File: src/rtl/vga_timing_if.sv
// Pixel-side bundle between the scan timing generator and the pixel generators / DAC.
// The master modport is the timing generator; the slave modport is the pixel-generator side.
interface vga_timing_if;
   logic        CE;
   logic [10:0] COL;
   logic [9:0]  ROW;
   logic        FRAME_START;
   logic [7:0]  R_IN;
   logic [7:0]  G_IN;
   logic [7:0]  B_IN;
   logic [7:0]  VGA_R;
   logic [7:0]  VGA_G;
   logic [7:0]  VGA_B;
   logic        VGA_HS;
   logic        VGA_VS;
   logic        VGA_DE;

   modport master (
      input  CE, R_IN, G_IN, B_IN,
      output COL, ROW, FRAME_START, VGA_R, VGA_G, VGA_B, VGA_HS, VGA_VS, VGA_DE
   );

   modport slave (
      output CE, R_IN, G_IN, B_IN,
      input  COL, ROW, FRAME_START, VGA_R, VGA_G, VGA_B, VGA_HS, VGA_VS, VGA_DE
   );
endinterface

File: src/rtl/vga_timing.sv
// VGA scan timing generator: drives COL/ROW to the pixel generators and emits sync, DE and
// blanked colour to the DAC, delay-matched to the generator latency LAT.
module vga_timing #(
   parameter int unsigned H_ACT  = 800,
   parameter int unsigned H_FP   = 56,
   parameter int unsigned H_SYNC = 120,
   parameter int unsigned H_BP   = 64,
   parameter int unsigned V_ACT  = 600,
   parameter int unsigned V_FP   = 37,
   parameter int unsigned V_SYNC = 6,
   parameter int unsigned V_BP   = 23,
   parameter bit          HS_POL = 1'b1,
   parameter bit          VS_POL = 1'b1,
   parameter int unsigned LAT    = 1
) (
   input  logic          CLK,
   input  logic          RST,
   vga_timing_if.master  bus
);

   localparam int unsigned H_TOT = H_ACT + H_FP + H_SYNC + H_BP;
   localparam int unsigned V_TOT = V_ACT + V_FP + V_SYNC + V_BP;

   // Last count of each phase; the FSM leaves a phase when the counter sits on its last value.
   localparam logic [10:0] H_ACT_END  = 11'(H_ACT - 1);
   localparam logic [10:0] H_FP_END   = 11'(H_ACT + H_FP - 1);
   localparam logic [10:0] H_SYNC_END = 11'(H_ACT + H_FP + H_SYNC - 1);
   localparam logic [10:0] H_TOT_END  = 11'(H_TOT - 1);
   localparam logic [9:0]  V_ACT_END  = 10'(V_ACT - 1);
   localparam logic [9:0]  V_FP_END   = 10'(V_ACT + V_FP - 1);
   localparam logic [9:0]  V_SYNC_END = 10'(V_ACT + V_FP + V_SYNC - 1);
   localparam logic [9:0]  V_TOT_END  = 10'(V_TOT - 1);

   localparam logic [1:0] StActive = 2'd0;
   localparam logic [1:0] StFp     = 2'd1;
   localparam logic [1:0] StSync   = 2'd2;
   localparam logic [1:0] StBp     = 2'd3;

   logic [10:0] hcnt_q, hcnt_d;
   logic [9:0]  vcnt_q, vcnt_d;
   logic [1:0]  hst_q, hst_d;
   logic [1:0]  vst_q, vst_d;
   logic        h_wrap, v_wrap;
   logic        de_raw, hs_raw, vs_raw;
   logic [2:0]  flag_sr_q [LAT];
   logic        de_d, hs_d, vs_d;
   logic [7:0]  vga_r_q, vga_g_q, vga_b_q;
   logic        vga_hs_q, vga_vs_q, vga_de_q;

   assign h_wrap = (hcnt_q == H_TOT_END);
   assign v_wrap = (vcnt_q == V_TOT_END);

   always_comb begin
      hcnt_d = hcnt_q;
      vcnt_d = vcnt_q;
      if (bus.CE) begin
         hcnt_d = h_wrap ? 11'd0 : hcnt_q + 11'd1;
         if (h_wrap) begin
            vcnt_d = v_wrap ? 10'd0 : vcnt_q + 10'd1;
         end
      end
   end

   always_comb begin
      hst_d = hst_q;
      if (bus.CE) begin
         unique case (hst_q)
            StActive: if (hcnt_q == H_ACT_END)  hst_d = StFp;
            StFp:     if (hcnt_q == H_FP_END)   hst_d = StSync;
            StSync:   if (hcnt_q == H_SYNC_END) hst_d = StBp;
            StBp:     if (h_wrap)               hst_d = StActive;
            default:                            hst_d = StActive;
         endcase
      end
   end

   // Vertical phase steps only on the line wrap, so VSYNC edges land on hcnt=0.
   always_comb begin
      vst_d = vst_q;
      if (bus.CE && h_wrap) begin
         unique case (vst_q)
            StActive: if (vcnt_q == V_ACT_END)  vst_d = StFp;
            StFp:     if (vcnt_q == V_FP_END)   vst_d = StSync;
            StSync:   if (vcnt_q == V_SYNC_END) vst_d = StBp;
            StBp:     if (v_wrap)               vst_d = StActive;
            default:                            vst_d = StActive;
         endcase
      end
   end

   always_ff @(posedge CLK or negedge RST) begin
      if (!RST) begin
         hcnt_q <= '0;
         vcnt_q <= '0;
         hst_q  <= StActive;
         vst_q  <= StActive;
      end else begin
         hcnt_q <= hcnt_d;
         vcnt_q <= vcnt_d;
         hst_q  <= hst_d;
         vst_q  <= vst_d;
      end
   end

   assign de_raw = (hst_q == StActive) && (vst_q == StActive);
   assign hs_raw = (hst_q == StSync);
   assign vs_raw = (vst_q == StSync);

   // Flags ride a LAT-deep pipe so they meet the generator's registered colour.
   always_ff @(posedge CLK or negedge RST) begin
      if (!RST) begin
         for (int i = 0; i < int'(LAT); i++) begin
            flag_sr_q[i] <= '0;
         end
      end else if (bus.CE) begin
         flag_sr_q[0] <= {de_raw, hs_raw, vs_raw};
         for (int i = 1; i < int'(LAT); i++) begin
            flag_sr_q[i] <= flag_sr_q[i-1];
         end
      end
   end

   assign {de_d, hs_d, vs_d} = flag_sr_q[LAT-1];

   always_ff @(posedge CLK or negedge RST) begin
      if (!RST) begin
         vga_r_q  <= '0;
         vga_g_q  <= '0;
         vga_b_q  <= '0;
         vga_de_q <= 1'b0;
         vga_hs_q <= ~HS_POL;
         vga_vs_q <= ~VS_POL;
      end else if (bus.CE) begin
         vga_r_q  <= de_d ? bus.R_IN : 8'd0;
         vga_g_q  <= de_d ? bus.G_IN : 8'd0;
         vga_b_q  <= de_d ? bus.B_IN : 8'd0;
         vga_de_q <= de_d;
         vga_hs_q <= hs_d ? HS_POL : ~HS_POL;
         vga_vs_q <= vs_d ? VS_POL : ~VS_POL;
      end
   end

   assign bus.COL         = hcnt_q;
   assign bus.ROW         = vcnt_q;
   // Gated by RST so the pulse is low while reset is held.
   assign bus.FRAME_START = RST && bus.CE && (hcnt_q == 11'd0) && (vcnt_q == 10'd0);
   assign bus.VGA_R       = vga_r_q;
   assign bus.VGA_G       = vga_g_q;
   assign bus.VGA_B       = vga_b_q;
   assign bus.VGA_DE      = vga_de_q;
   assign bus.VGA_HS      = vga_hs_q;
   assign bus.VGA_VS      = vga_vs_q;

endmodule

File: src/flat_wrapper.sv
// flat-port wrapper written by rule: the top's interface ports become plain ports
module vga_timing_flat 
#(
   parameter int unsigned H_ACT  = 800,
   parameter int unsigned H_FP   = 56,
   parameter int unsigned H_SYNC = 120,
   parameter int unsigned H_BP   = 64,
   parameter int unsigned V_ACT  = 600,
   parameter int unsigned V_FP   = 37,
   parameter int unsigned V_SYNC = 6,
   parameter int unsigned V_BP   = 23,
   parameter bit          HS_POL = 1'b1,
   parameter bit          VS_POL = 1'b1,
   parameter int unsigned LAT    = 1
)
  (CLK, RST, bus_CE, bus_R_IN, bus_G_IN, bus_B_IN, bus_COL, bus_ROW, bus_FRAME_START, bus_VGA_R, bus_VGA_G, bus_VGA_B, bus_VGA_HS, bus_VGA_VS, bus_VGA_DE);
  vga_timing_if bus_i ();
  input  logic CLK;
  input  logic RST;
  input wire logic [$bits(bus_i.CE)-1:0] bus_CE;
  input wire logic [$bits(bus_i.R_IN)-1:0] bus_R_IN;
  input wire logic [$bits(bus_i.G_IN)-1:0] bus_G_IN;
  input wire logic [$bits(bus_i.B_IN)-1:0] bus_B_IN;
  output wire logic [$bits(bus_i.COL)-1:0] bus_COL;
  output wire logic [$bits(bus_i.ROW)-1:0] bus_ROW;
  output wire logic [$bits(bus_i.FRAME_START)-1:0] bus_FRAME_START;
  output wire logic [$bits(bus_i.VGA_R)-1:0] bus_VGA_R;
  output wire logic [$bits(bus_i.VGA_G)-1:0] bus_VGA_G;
  output wire logic [$bits(bus_i.VGA_B)-1:0] bus_VGA_B;
  output wire logic [$bits(bus_i.VGA_HS)-1:0] bus_VGA_HS;
  output wire logic [$bits(bus_i.VGA_VS)-1:0] bus_VGA_VS;
  output wire logic [$bits(bus_i.VGA_DE)-1:0] bus_VGA_DE;
  assign bus_i.CE = bus_CE;
  assign bus_i.R_IN = bus_R_IN;
  assign bus_i.G_IN = bus_G_IN;
  assign bus_i.B_IN = bus_B_IN;
  assign bus_COL = bus_i.COL;
  assign bus_ROW = bus_i.ROW;
  assign bus_FRAME_START = bus_i.FRAME_START;
  assign bus_VGA_R = bus_i.VGA_R;
  assign bus_VGA_G = bus_i.VGA_G;
  assign bus_VGA_B = bus_i.VGA_B;
  assign bus_VGA_HS = bus_i.VGA_HS;
  assign bus_VGA_VS = bus_i.VGA_VS;
  assign bus_VGA_DE = bus_i.VGA_DE;
  vga_timing #(.H_ACT(H_ACT), .H_FP(H_FP), .H_SYNC(H_SYNC), .H_BP(H_BP), .V_ACT(V_ACT), .V_FP(V_FP), .V_SYNC(V_SYNC), .V_BP(V_BP), .HS_POL(HS_POL), .VS_POL(VS_POL), .LAT(LAT)) u_core (.CLK(CLK), .RST(RST), .bus(bus_i));
endmodule
File: config.mk
export PLATFORM = sky130hd
export DESIGN_NAME = vga_timing_flat
export DESIGN_NICKNAME = d
export VERILOG_FILES = /design/src/rtl/vga_timing_if.sv /design/src/rtl/vga_timing.sv /design/src/flat_wrapper.sv
export SDC_FILE = /design/constraint.sdc
export NUM_CORES = 1
export LEC_CHECK = 0
export ABC_AREA = 0
export CAP_MARGIN = 40
export CORE_MARGIN = 5
export CORE_UTILIZATION = 27
export DETAILED_ROUTE_END_ITERATION = 10
export MAX_ROUTING_LAYER = met4
export RECOVER_POWER = 25
export SLEW_MARGIN = 20
export SYNTH_ARGS = -nofsm -noshare
export SYNTH_HDL_FRONTEND = slang
export SYNTH_SLANG_ARGS = --single-unit
File: constraint.sdc
create_clock -name CLK -period 2.7 [get_ports CLK]
set_input_delay 0.54 -clock CLK [delete_from_list [all_inputs] [get_ports CLK]]
set_output_delay 0.54 -clock CLK [all_outputs]
set_load 0.05 [all_outputs]
==> impl_metrics.py, run 1 <==
metrics = {
    "timing": {
        "rsz0062_at_grt": "false",
        "period_share_pct": 93.7,
        "setup_tns_ns": 0,
        "fin_crit_ns": 2.53,
        "fin_ws_ns": 0.171,
        "worstMarginPinSlew_ns": 1.42,
        "fmax_ghz": 0.395,
        "finalHoldViolations": 0,
        "finalClockSkew_ns": 0.00953,
        "slew_violations": 0,
        "slew_headroom_pct": 5.58,
        "setup_viol": 0,
    },
    "floorplan": {
        "die-area_um2": 12400,
        "initial_utilization_pct": 27.3,
        "rows": 37,
        "core-area_um2": 10200,
        "dieWidth_um": 111,
        "io_pins": 76,
        "chipHeight_um": 111,
    },
    "synthesis": {
        "synthesis.area_um2": 2780,
        "seq_area_frac_synth_pct": 49.5,
        "syn_nets": 329,
        "synth.avg_cell_area_um2": 9.65,
        "ys.warnings.count": 0,
        "ys_seq_elements": 55,
        "synth_cells": 288,
        "synth_cell_types": 40,
    },
    "worst_setup_path": {
        "crit_family": "simple AND/OR/NAND/NOR gates",
        "r2r.worst_path.cells": 5,
        "r2r-end": "u_core.vst_q[1]",
        "cp_slowest_stage_delay_ns": 0.61,
        "criticalPathCategory": "flip-flop to output port",
        "startpoint_type": "flip-flop",
        "timing.rr.start": "u_core.bus.COL[6]",
        "required_ns": 2.16,
        "slowest_stage": "or4_4",
        "startpoint": "u_core.bus.COL[6]",
        "r2r_slack_ns": 0.34,
        "cp_num_buf_inv": 1,
        "cp-end-kind": "output port",
        "crit_path_max_fanout": 8,
        "crit_arrival_ns": 1.99,
        "worstPathCellList": "or4_4 > nor2_1 > nand3_1 > nor3_2 > buf_12",
    },
    "global_route": {
        "grt_max_degree": 64,
        "grt_pass1_wl_um": 11500,
        "grt_pass1_vias": 2239,
        "antenna_found_initial": 0,
        "grt_usage_pct": 11.5,
        "overflow": 0,
    },
    "clocking": {
        "root_buffer": "clkbuf_8",
        "htree_levels": 2,
        "cts_resized": 0,
        "cts_hold_buf": 0,
        "cts_tree": "yes",
        "clock_latency_ns": 0.30,
        "cts_setup_buffers": 0,
        "cts_buffers": 5,
        "clockBufferDepth": 2,
        "clkTransAtPathRegs_ns": 0.10,
        "clock_sinks": 55,
    },
    "layout": {
        "postLayoutCellArea_um2": 3780,
        "final_common_cell": "clkdlybuf4s50_1",
        "num-fill-cells": 1059,
        "drive_gt1_share_pct": 8.59,
        "num_antenna_cells": 0,
        "multi_input_area_um2": 1210,
        "nNetsFinal": 401,
        "seq_area_um2": 1380,
        "layout_common_cells": "clkdlybuf4s50_1 (72), dfrtp_1 (55), nand3_1 (40), inv_1 (37), o21ai_0 (34)",
        "syn2layout_area_growth_pct": 35.8,
    },
    "outcome": {
        "status": "finished clean",
    },
    "route": {
        "drtIter0Drc": 132,
        "dr_total_vias": 2304,
        "drcViolationCount": 0,
        "wl_um": 6950,
        "wire_per_inst_um": 14.0,
        "dr.pass1.iters": 4,
        "avgViaCountPerCell": 4.64,
        "ant_nets": 0,
    },
    "power": {
        "p_leak_nw": 1.55,
        "power.density_nw_per_um2": 485,
        "ir_drop_uv": 255,
    },
    "hold_path": {
        "min_from": "u_core.bus.VGA_DE",
        "min_to": "u_core.bus.VGA_DE",
        "hold_class": "flip-flop to flip-flop",
        "whs_path_depth": 1,
    },
    "placed_design": {
        "dpl_worst_slack_ns": 0.348,
        "place.port_buffers": 75,
        "gp_congestion": 0.845,
        "place_hpwl_um": 5010,
        "dpl_cell_area_um2": 3680,
    },
    "flow_run": {
        "drv_cap": 0,
    },
}
state kept, by name, indices dropped and copies added, names as in the netlist:
name	count
u_core.bus.VGA_HS	1
u_core.bus.ROW	10
u_core.flag_sr_q	3
u_core.bus.COL	11
u_core.bus.VGA_R	8
u_core.hst_q	2
u_core.vst_q	2
u_core.bus.VGA_DE	1
u_core.bus.VGA_G	8
u_core.bus.VGA_B	8
u_core.bus.VGA_VS	1
area by class of cell:
type | count | area share, %
repair buffers | 79 | 20.7
multi-input cells | 182 | 32.0
inverters | 37 | 3.68
well taps | 136 | 4.51
clock buffers | 8 | 2.65
flip-flops and latches | 55 | 36.4
through the flow:
step | power, W | instances | util [%] | hold WS [ns]
floorplan | 0.00118 | 288 | - | 0.244
global placement | 0.00136 | 488 | 36.0 | 0.489
detailed placement | 0.00136 | 489 | 36.1 | 0.501
CTS | 0.00187 | 497 | 37.1 | 0.434
global route | 0.00194 | 497 | 37.1 | 0.543
finish | 0.00183 | 497 | 37.1 | 0.523
report_power, final:
part	total, W	internal [W]	switching [W]
logic	0.000405	0.000148	0.000257
registers	0.000934	0.000859	0.0000743
clock network	0.000493	0.000235	0.000258
total	0.00183	0.00124	0.000590
synth_stat cells:
cell      number  share of area (%)
inv_1         37                5.0
a22o_1         1               0.32
or4_1          1               0.27
nor2_1        13                1.8
mux2i_1        2               0.72
mux2_4         2                1.1
and4_1         1               0.32
nand2_1       16                2.2
xor2_1         4                1.3
or4_4          3                1.2
o22ai_1        1               0.23
nand4_1        6                1.4
or3b_2         2               0.63
buf_1          2               0.27
nor3_1         5               0.90
xnor2_1        6                1.9
or3_1          1               0.23
nor4_4         1               0.77
buf_6          1               0.41
nand2_2        1               0.23
nand2b_1       2               0.45
and3_1         1               0.23
dfrtp_1       55                 50
a21oi_1        1               0.18
nand4_2        1               0.45
nor2b_1        1               0.23
a31oi_1        1               0.23
a21o_1         2               0.54
clkbuf_1      11                1.5
or4bb_1        1               0.41
mux2_2         6                2.4
o41ai_1        4                1.3
nand3_1       40                7.2
o31ai_1        2               0.54
a21oi_2        1               0.32
nor4_1         3               0.68
nand3b_1       1               0.27
or2_1          1               0.23
o21ai_0       34                6.1
ha_1          14                6.3
logic make-up after synthesis:
logic type      Yosys count  share of synthesized area [%]
xor+xnor                 10                           3.15
buf+inv                  51                           7.16
mux                      10                           4.23
flops                    55                           49.5
fa+ha+maj                14                           6.30
simple gates            101                           19.9
compound gates           47                           9.72
how the worst max path moves through the flow:
stage / to / slack, ns / cells after the start
5_1_grt: bus_FRAME_START / 0.06 / 5
6_report: bus_FRAME_START / 0.17 / 5
4_1_cts: bus_FRAME_START / 0.15 / 5
3_5_place_dp: u_core.vst_q[1] / 0.35 / 5
3_3_place_gp: u_core.vst_q[1] / 0.39 / 5
2_1_floorplan: bus_FRAME_START / 0.07 / 4
metal layers:
layer	vias to the layer above	GRT usage [%]	share of wire [%]	wire length (um)
li1	1120	-	-	-
met1	1119	15.3	47	3250
met2	57	17.9	47	3290
met3	8	2.34	4.3	302
met4	0	3.24	1.5	107
met5	-	-	0	0
Power figures use the tool's default switching activity.
==> inputs of run 2 (changes only) <==
--- a/config.mk
+++ b/config.mk
@@ -12,6 +12,7 @@
 export DETAILED_ROUTE_END_ITERATION = 10
 export MAX_ROUTING_LAYER = met4
 export RECOVER_POWER = 25
+export SETUP_SLACK_MARGIN = 0.5
 export SLEW_MARGIN = 20
 export SYNTH_ARGS = -nofsm -noshare
 export SYNTH_HDL_FRONTEND = slang
==> run 2 against run 1 <==
  * Via count up 1.2%
  * Clock skew grew 0.00082 ns
  * Maximum frequency is 5.8% higher
  * Combinational power up 3%
  * Utilization increased by 1.4 points
  * Clock-buffer cell count is 3 lower
  * Sequential share of layout area shrank 1.0 points
  * First-iteration DRC count is 27% lower
  * Global-route usage increased by 0.070 points
  * Worst hold slack got worse by 0.0033 ns
  * Cell area rose by 3.7%
  * Clock power grew 11%
  * Critical path type unchanged
  * Critical endpoint unchanged
  * Highest routed layer unchanged
==> impl_metrics.py, run 2 (synthesis gave the netlist of run 1 again) <==
metrics = {
    "timing": {
        "slew_violations": 0,
        "rsz0062_at_grt": "true",
        "finalClockSkew_ns": 0.0104,
        "fin_ws_ns": 0.309,
        "fin_crit_ns": 2.39,
        "worstMarginPinSlew_ns": 1.35,
        "setup_tns_ns": 0,
        "period_share_pct": 88.5,
        "slew_headroom_pct": 10.1,
        "setup_viol": 0,
        "finalHoldViolations": 0,
        "fmax_ghz": 0.418,
    },
    "placed_design": {
        "dpl_cell_area_um2": 3710,
        "place_hpwl_um": 4970,
        "gp_congestion": 0.888,
        "dpl_worst_slack_ns": 0.419,
        "place.port_buffers": 75,
    },
    "worst_setup_path": {
        "timing.rr.start": "u_core.bus.COL[7]",
        "crit_arrival_ns": 1.85,
        "required_ns": 2.16,
        "criticalPathCategory": "flip-flop to output port",
        "startpoint": "u_core.bus.COL[7]",
        "startpoint_type": "flip-flop",
        "cp-end-kind": "output port",
        "r2r.worst_path.cells": 6,
        "crit_path_max_fanout": 2,
    },
    "hold_path": {
        "whs_path_depth": 1,
        "hold_class": "flip-flop to flip-flop",
        "min_from": "u_core.flag_sr_q[0]",
    },
    "global_route": {
        "antenna_found_initial": 0,
        "grt_pass1_wl_um": 11600,
        "grt_pass1_vias": 2309,
        "grt_max_degree": 64,
        "grt_usage_pct": 11.6,
        "overflow": 0,
    },
    "route": {
        "dr.pass1.iters": 4,
        "wl_um": 6930,
        "wire_per_inst_um": 13.7,
        "avgViaCountPerCell": 4.63,
        "drcViolationCount": 0,
        "dr_total_vias": 2331,
        "drtIter0Drc": 96,
        "ant_nets": 0,
    },
    "layout": {
        "final_common_cell": "clkdlybuf4s50_1",
        "drive_gt1_share_pct": 14.1,
        "nNetsFinal": 409,
        "layout_common_cells": "clkdlybuf4s50_1 (58), dfrtp_1 (47), nand3_1 (40), inv_1 (37), o21ai_0 (34)",
        "postLayoutCellArea_um2": 3920,
        "num_antenna_cells": 0,
        "syn2layout_area_growth_pct": 40.9,
        "largest_reg_flops": 11,
    },
    "power": {
        "power.density_nw_per_um2": 486,
        "ir_drop_uv": 225,
        "p_leak_nw": 1.72,
    },
    "flow_run": {
        "drv_cap": 0,
    },
    "clocking": {
        "cts_buffers": 5,
        "clock_sinks": 55,
        "root_buffer": "clkbuf_8",
        "clockBufferDepth": 2,
        "htree_levels": 2,
        "cts_tree": "yes",
        "clkTransAtPathRegs_ns": 0.10,
        "clock_latency_ns": 0.31,
    },
    "floorplan": {
        "die-area_um2": 12400,
        "core-area_um2": 10200,
        "io_pins": 76,
        "chipHeight_um": 111,
        "rows": 37,
        "initial_utilization_pct": 27.3,
        "dieWidth_um": 111,
    },
    "outcome": {
        "status": "finished clean",
    },
}
-- run 2: through the flow --
| step | hold WS (ns) | total power (W) | cells | utilization (%) |
|---|---|---|---|---|
| floorplan | 0.244 | 0.00119 | 288 | - |
| global placement | 0.488 | 0.00137 | 488 | 36.2 |
| detailed placement | 0.499 | 0.00137 | 489 | 36.4 |
| CTS | 0.403 | 0.00193 | 500 | 37.8 |
| global route | 0.552 | 0.00201 | 504 | 38.5 |
| finish | 0.520 | 0.00190 | 504 | 38.5 |
-- run 2: where the power goes --
| group | switching [W] | internal (W) | leakage [nW] |
|---|---|---|---|
| Clock | 0.000274 | 0.000272 | 0.0502 |
| Sequential | 0.0000763 | 0.000863 | 0.721 |
| Combinational | 0.000269 | 0.000147 | 0.946 |
-- run 2: path summary, 6_finish.rpt --
| path | end | slack (ns) |
|---|---|---|
| min in group asynchronous | u_core.bus.ROW[3] | 0.64 |
| max | bus_FRAME_START | 0.31 |
| min | u_core.bus.VGA_VS | 0.52 |
| max reg2reg | u_core.vst_q[1] | 0.33 |
| max in group asynchronous | u_core.bus.COL[0] | 1.15 |
| min reg2reg | u_core.bus.VGA_VS | 0.52 |
-- run 2: layout make-up --
| type | instances | area [um^2] |
|---|---|---|
| fill | 1012 | 6270 |
| inverter | 37 | 139 |
| multi-input combinational | 182 | 1240 |
| tap | 136 | 170 |
| sequential | 55 | 1390 |
| clock inverter | 2 | 37.5 |
| timing repair buffer | 87 | 870 |
| clock buffer | 5 | 68.8 |
-- run 2: layer usage --
metal | global-route usage, % | vias to the layer above | share of wire (%)
met5 | - | - | 0
met1 | 15.4 | 1120 | 47
met3 | 3.37 | 11 | 5.0
li1 | - | 1142 | -
met2 | 17.7 | 58 | 47
met4 | 2.51 | 0 | 1.2
-- run 2: what timing repair did --
action | CTS | global route
buffers inserted | 4 | 4
resized for setup | 8 | 12
pin swaps | 1 | 2
setup endpoints to repair | 8 | 16
hold buffers | 0 | 0
-- run 2: worst max-delay path: stages, from the launching register on --
cell     delay (ns)
dfrtp_2        0.41
or4_4          0.57
nor2_4         0.12
nand3_1        0.12
nor3_4         0.16
buf_12         0.16
==> inputs of run 3 (changes only) <==
--- a/config.mk
+++ b/config.mk
@@ -10,6 +10,7 @@
 export CORE_MARGIN = 5
 export CORE_UTILIZATION = 27
 export DETAILED_ROUTE_END_ITERATION = 10
+export GPL_TIMING_DRIVEN = 0
 export MAX_ROUTING_LAYER = met4
 export RECOVER_POWER = 25
 export SETUP_SLACK_MARGIN = 0.5
==> run 3 against run 2 <==
  * Maximum frequency decreased by 0.73%
  * Global-route usage up 0.62 points
  * Sequential share of layout area fell by 1.1 points
  * Utilization grew 1.2 points
  * Clock-buffer cell count increased by 1
  * Flip-flop and latch count unchanged
  * Power increased by 2.0%
  * Combinational power up 3%
  * Largest cell class unchanged
  * Highest routed layer unchanged
==> impl_metrics.py, run 3 (synthesis gave the netlist of run 1 again) <==
metrics = {
    "worst_setup_path": {
        "slowest_stage": "or4_4",
        "cp-end-kind": "output port",
        "worstPathCellList": "or4_4 > nor2_2 > nand3_1 > nor3_4 > buf_6",
        "criticalPathCategory": "flip-flop to output port",
        "r2r-end": "u_core.vst_q[1]",
        "cp_slowest_stage_delay_ns": 0.56,
        "r2r.worst_path.cells": 7,
        "crit_path_max_fanout": 2,
        "timing.rr.start": "u_core.bus.COL[8]",
        "startpoint_type": "flip-flop",
        "required_ns": 2.16,
        "crit_arrival_ns": 1.87,
        "r2r_slack_ns": 0.32,
        "startpoint": "u_core.bus.COL[8]",
        "setup.worst_path.end": "bus_FRAME_START",
    },
    "floorplan": {
        "dieWidth_um": 111,
        "io_pins": 76,
        "initial_utilization_pct": 27.3,
        "core-area_um2": 10200,
        "rows": 37,
        "die-area_um2": 12400,
        "chipHeight_um": 111,
    },
    "layout": {
        "largest_reg_flops": 11,
        "num_antenna_cells": 0,
        "nNetsFinal": 423,
        "postLayoutCellArea_um2": 4040,
        "seq_area_um2": 1390,
        "final_cells": 519,
        "drive_gt1_share_pct": 15.9,
        "final_common_cell": "clkdlybuf4s50_1",
        "fin_util_pct": 39.7,
        "multi_input_area_um2": 1280,
        "num-fill-cells": 1041,
        "syn2layout_area_growth_pct": 45.3,
        "layout_common_cells": "clkdlybuf4s50_1 (61), dfrtp_1 (47), nand3_1 (40), inv_1 (37), o21ai_0 (33)",
    },
    "clocking": {
        "htree_levels": 2,
        "clockBufferDepth": 2,
        "clock_sinks": 55,
        "root_buffer": "clkbuf_8",
        "clkTransAtPathRegs_ns": 0.10,
        "clock_latency_ns": 0.31,
        "cts_tree": "yes",
        "cts_buffers": 5,
        "cts_hold_buf": 0,
    },
    "placed_design": {
        "place_hpwl_um": 5370,
        "numPlacedInstances": 500,
        "place.port_buffers": 75,
        "dpl_cell_area_um2": 3740,
        "gp_congestion": 0.897,
    },
    "power": {
        "p_leak_nw": 1.77,
        "power.density_nw_per_um2": 480,
        "ir_drop_uv": 216,
    },
    "route": {
        "avgViaCountPerCell": 4.63,
        "wl_um": 7300,
        "ant_nets": 0,
        "drcViolationCount": 0,
        "wire_per_inst_um": 14.1,
        "dr.pass1.iters": 4,
        "dr_total_vias": 2401,
        "drtIter0Drc": 113,
    },
    "timing": {
        "setup_viol": 0,
        "worstMarginPinSlew_ns": 0.684,
        "rsz0062_at_grt": "true",
        "period_share_pct": 89.2,
        "slew_headroom_pct": 54.0,
        "fin_crit_ns": 2.41,
        "fmax_ghz": 0.415,
        "finalClockSkew_ns": 0.00762,
        "finalHoldViolations": 0,
        "slew_violations": 0,
    },
    "global_route": {
        "grt_usage_pct": 12.2,
        "grt_pass1_vias": 2448,
        "grt_max_degree": 40,
        "antenna_found_initial": 0,
        "overflow": 0,
        "grt_pass1_wl_um": 12300,
    },
    "hold_path": {
        "hold_class": "input pin to asynchronous set/reset pin",
    },
    "flow_run": {
        "drv_cap": 0,
    },
    "outcome": {
        "status": "finished clean",
    },
}
run 3: changes by cell type in the layout (fill, tap and decap cells not counted), sizes merged:
cell           previous run  this run
clkdlybuf4s50            58        61
clkinvlp                  1         0
dlymetal6s2s              8         7
clkbuf                    7        17
clkinv                    0         1
dlygate4sd2               6         5
buf                      13        17
run 3: area by class of cell:
class,count,area share [%]
tap,136,4.21
clock inverter,2,0.867
timing repair buffer,87,21.6
inverter,37,3.44
clock buffer,6,2.04
buffer,14,1.73
multi-input combinational,182,31.7
sequential,55,34.3
run 3: metrics by stage:
step	power (W)	setup WS (ns)	hold slack (ns)	TNS (ns)
after floorplan	0.00119	0.309	0.244	0
after global placement	0.00137	-2.30	0.489	-44.77
after detailed placement	0.00138	-0.751	0.433	-0.751
after CTS	0.00197	0.253	0.0846	0
after global routing	0.00204	0.196	0.0879	0
final	0.00194	0.292	0.0880	0
run 3: what timing repair did:
item | in CTS | in global routing
endpoints found under the setup margin | 8 | 14
buffers inserted | 9 | 2
pin swaps | 3 | 6
gates resized for setup | 19 | 20
run 3: how the worst min path moves through the flow:
| stage | startpoint | endpoint | slack, ns | depth (start not counted) |
|---|---|---|---|---|
| after floorplan | RST | u_core.bus.COL[0] | 0.24 | 0 |
| after global placement | u_core.flag_sr_q[0] | u_core.flag_sr_q[0] | 0.49 | 1 |
| after detailed placement | RST | u_core.bus.ROW[2] | 0.43 | 1 |
| after CTS | RST | u_core.bus.ROW[2] | 0.08 | 1 |
| after global routing | RST | u_core.bus.ROW[2] | 0.09 | 1 |
| final | RST | u_core.bus.ROW[2] | 0.09 | 1 |
run 3: where the power goes:
| part | internal, W | switching (W) | total (W) |
|---|---|---|---|
| registers | 0.000863 | 0.0000715 | 0.000934 |
| clock network | 0.000301 | 0.000277 | 0.000578 |
| logic | 0.000155 | 0.000272 | 0.000428 |
run 3: per-layer routing:
| metal | share of wire, % | track usage [%] | vias to the layer above | wire length (um) |
|---|---|---|---|---|
| met5 | 0 | - | - | 0 |
| met3 | 5.6 | 3.42 | 8 | 409 |
| met4 | 0.93 | 2.19 | 0 | 68 |
| met2 | 48 | 19.7 | 58 | 3490 |
| li1 | - | - | 1170 | - |
| met1 | 46 | 15.6 | 1165 | 3330 |
run 3: worst max-delay path: cells and delay by family (launching register included):
kind                   cells  cell delay, ns
flip-flops                 1            0.41
buffers and inverters      1            0.18
AND/OR/NAND/NOR            4            0.97
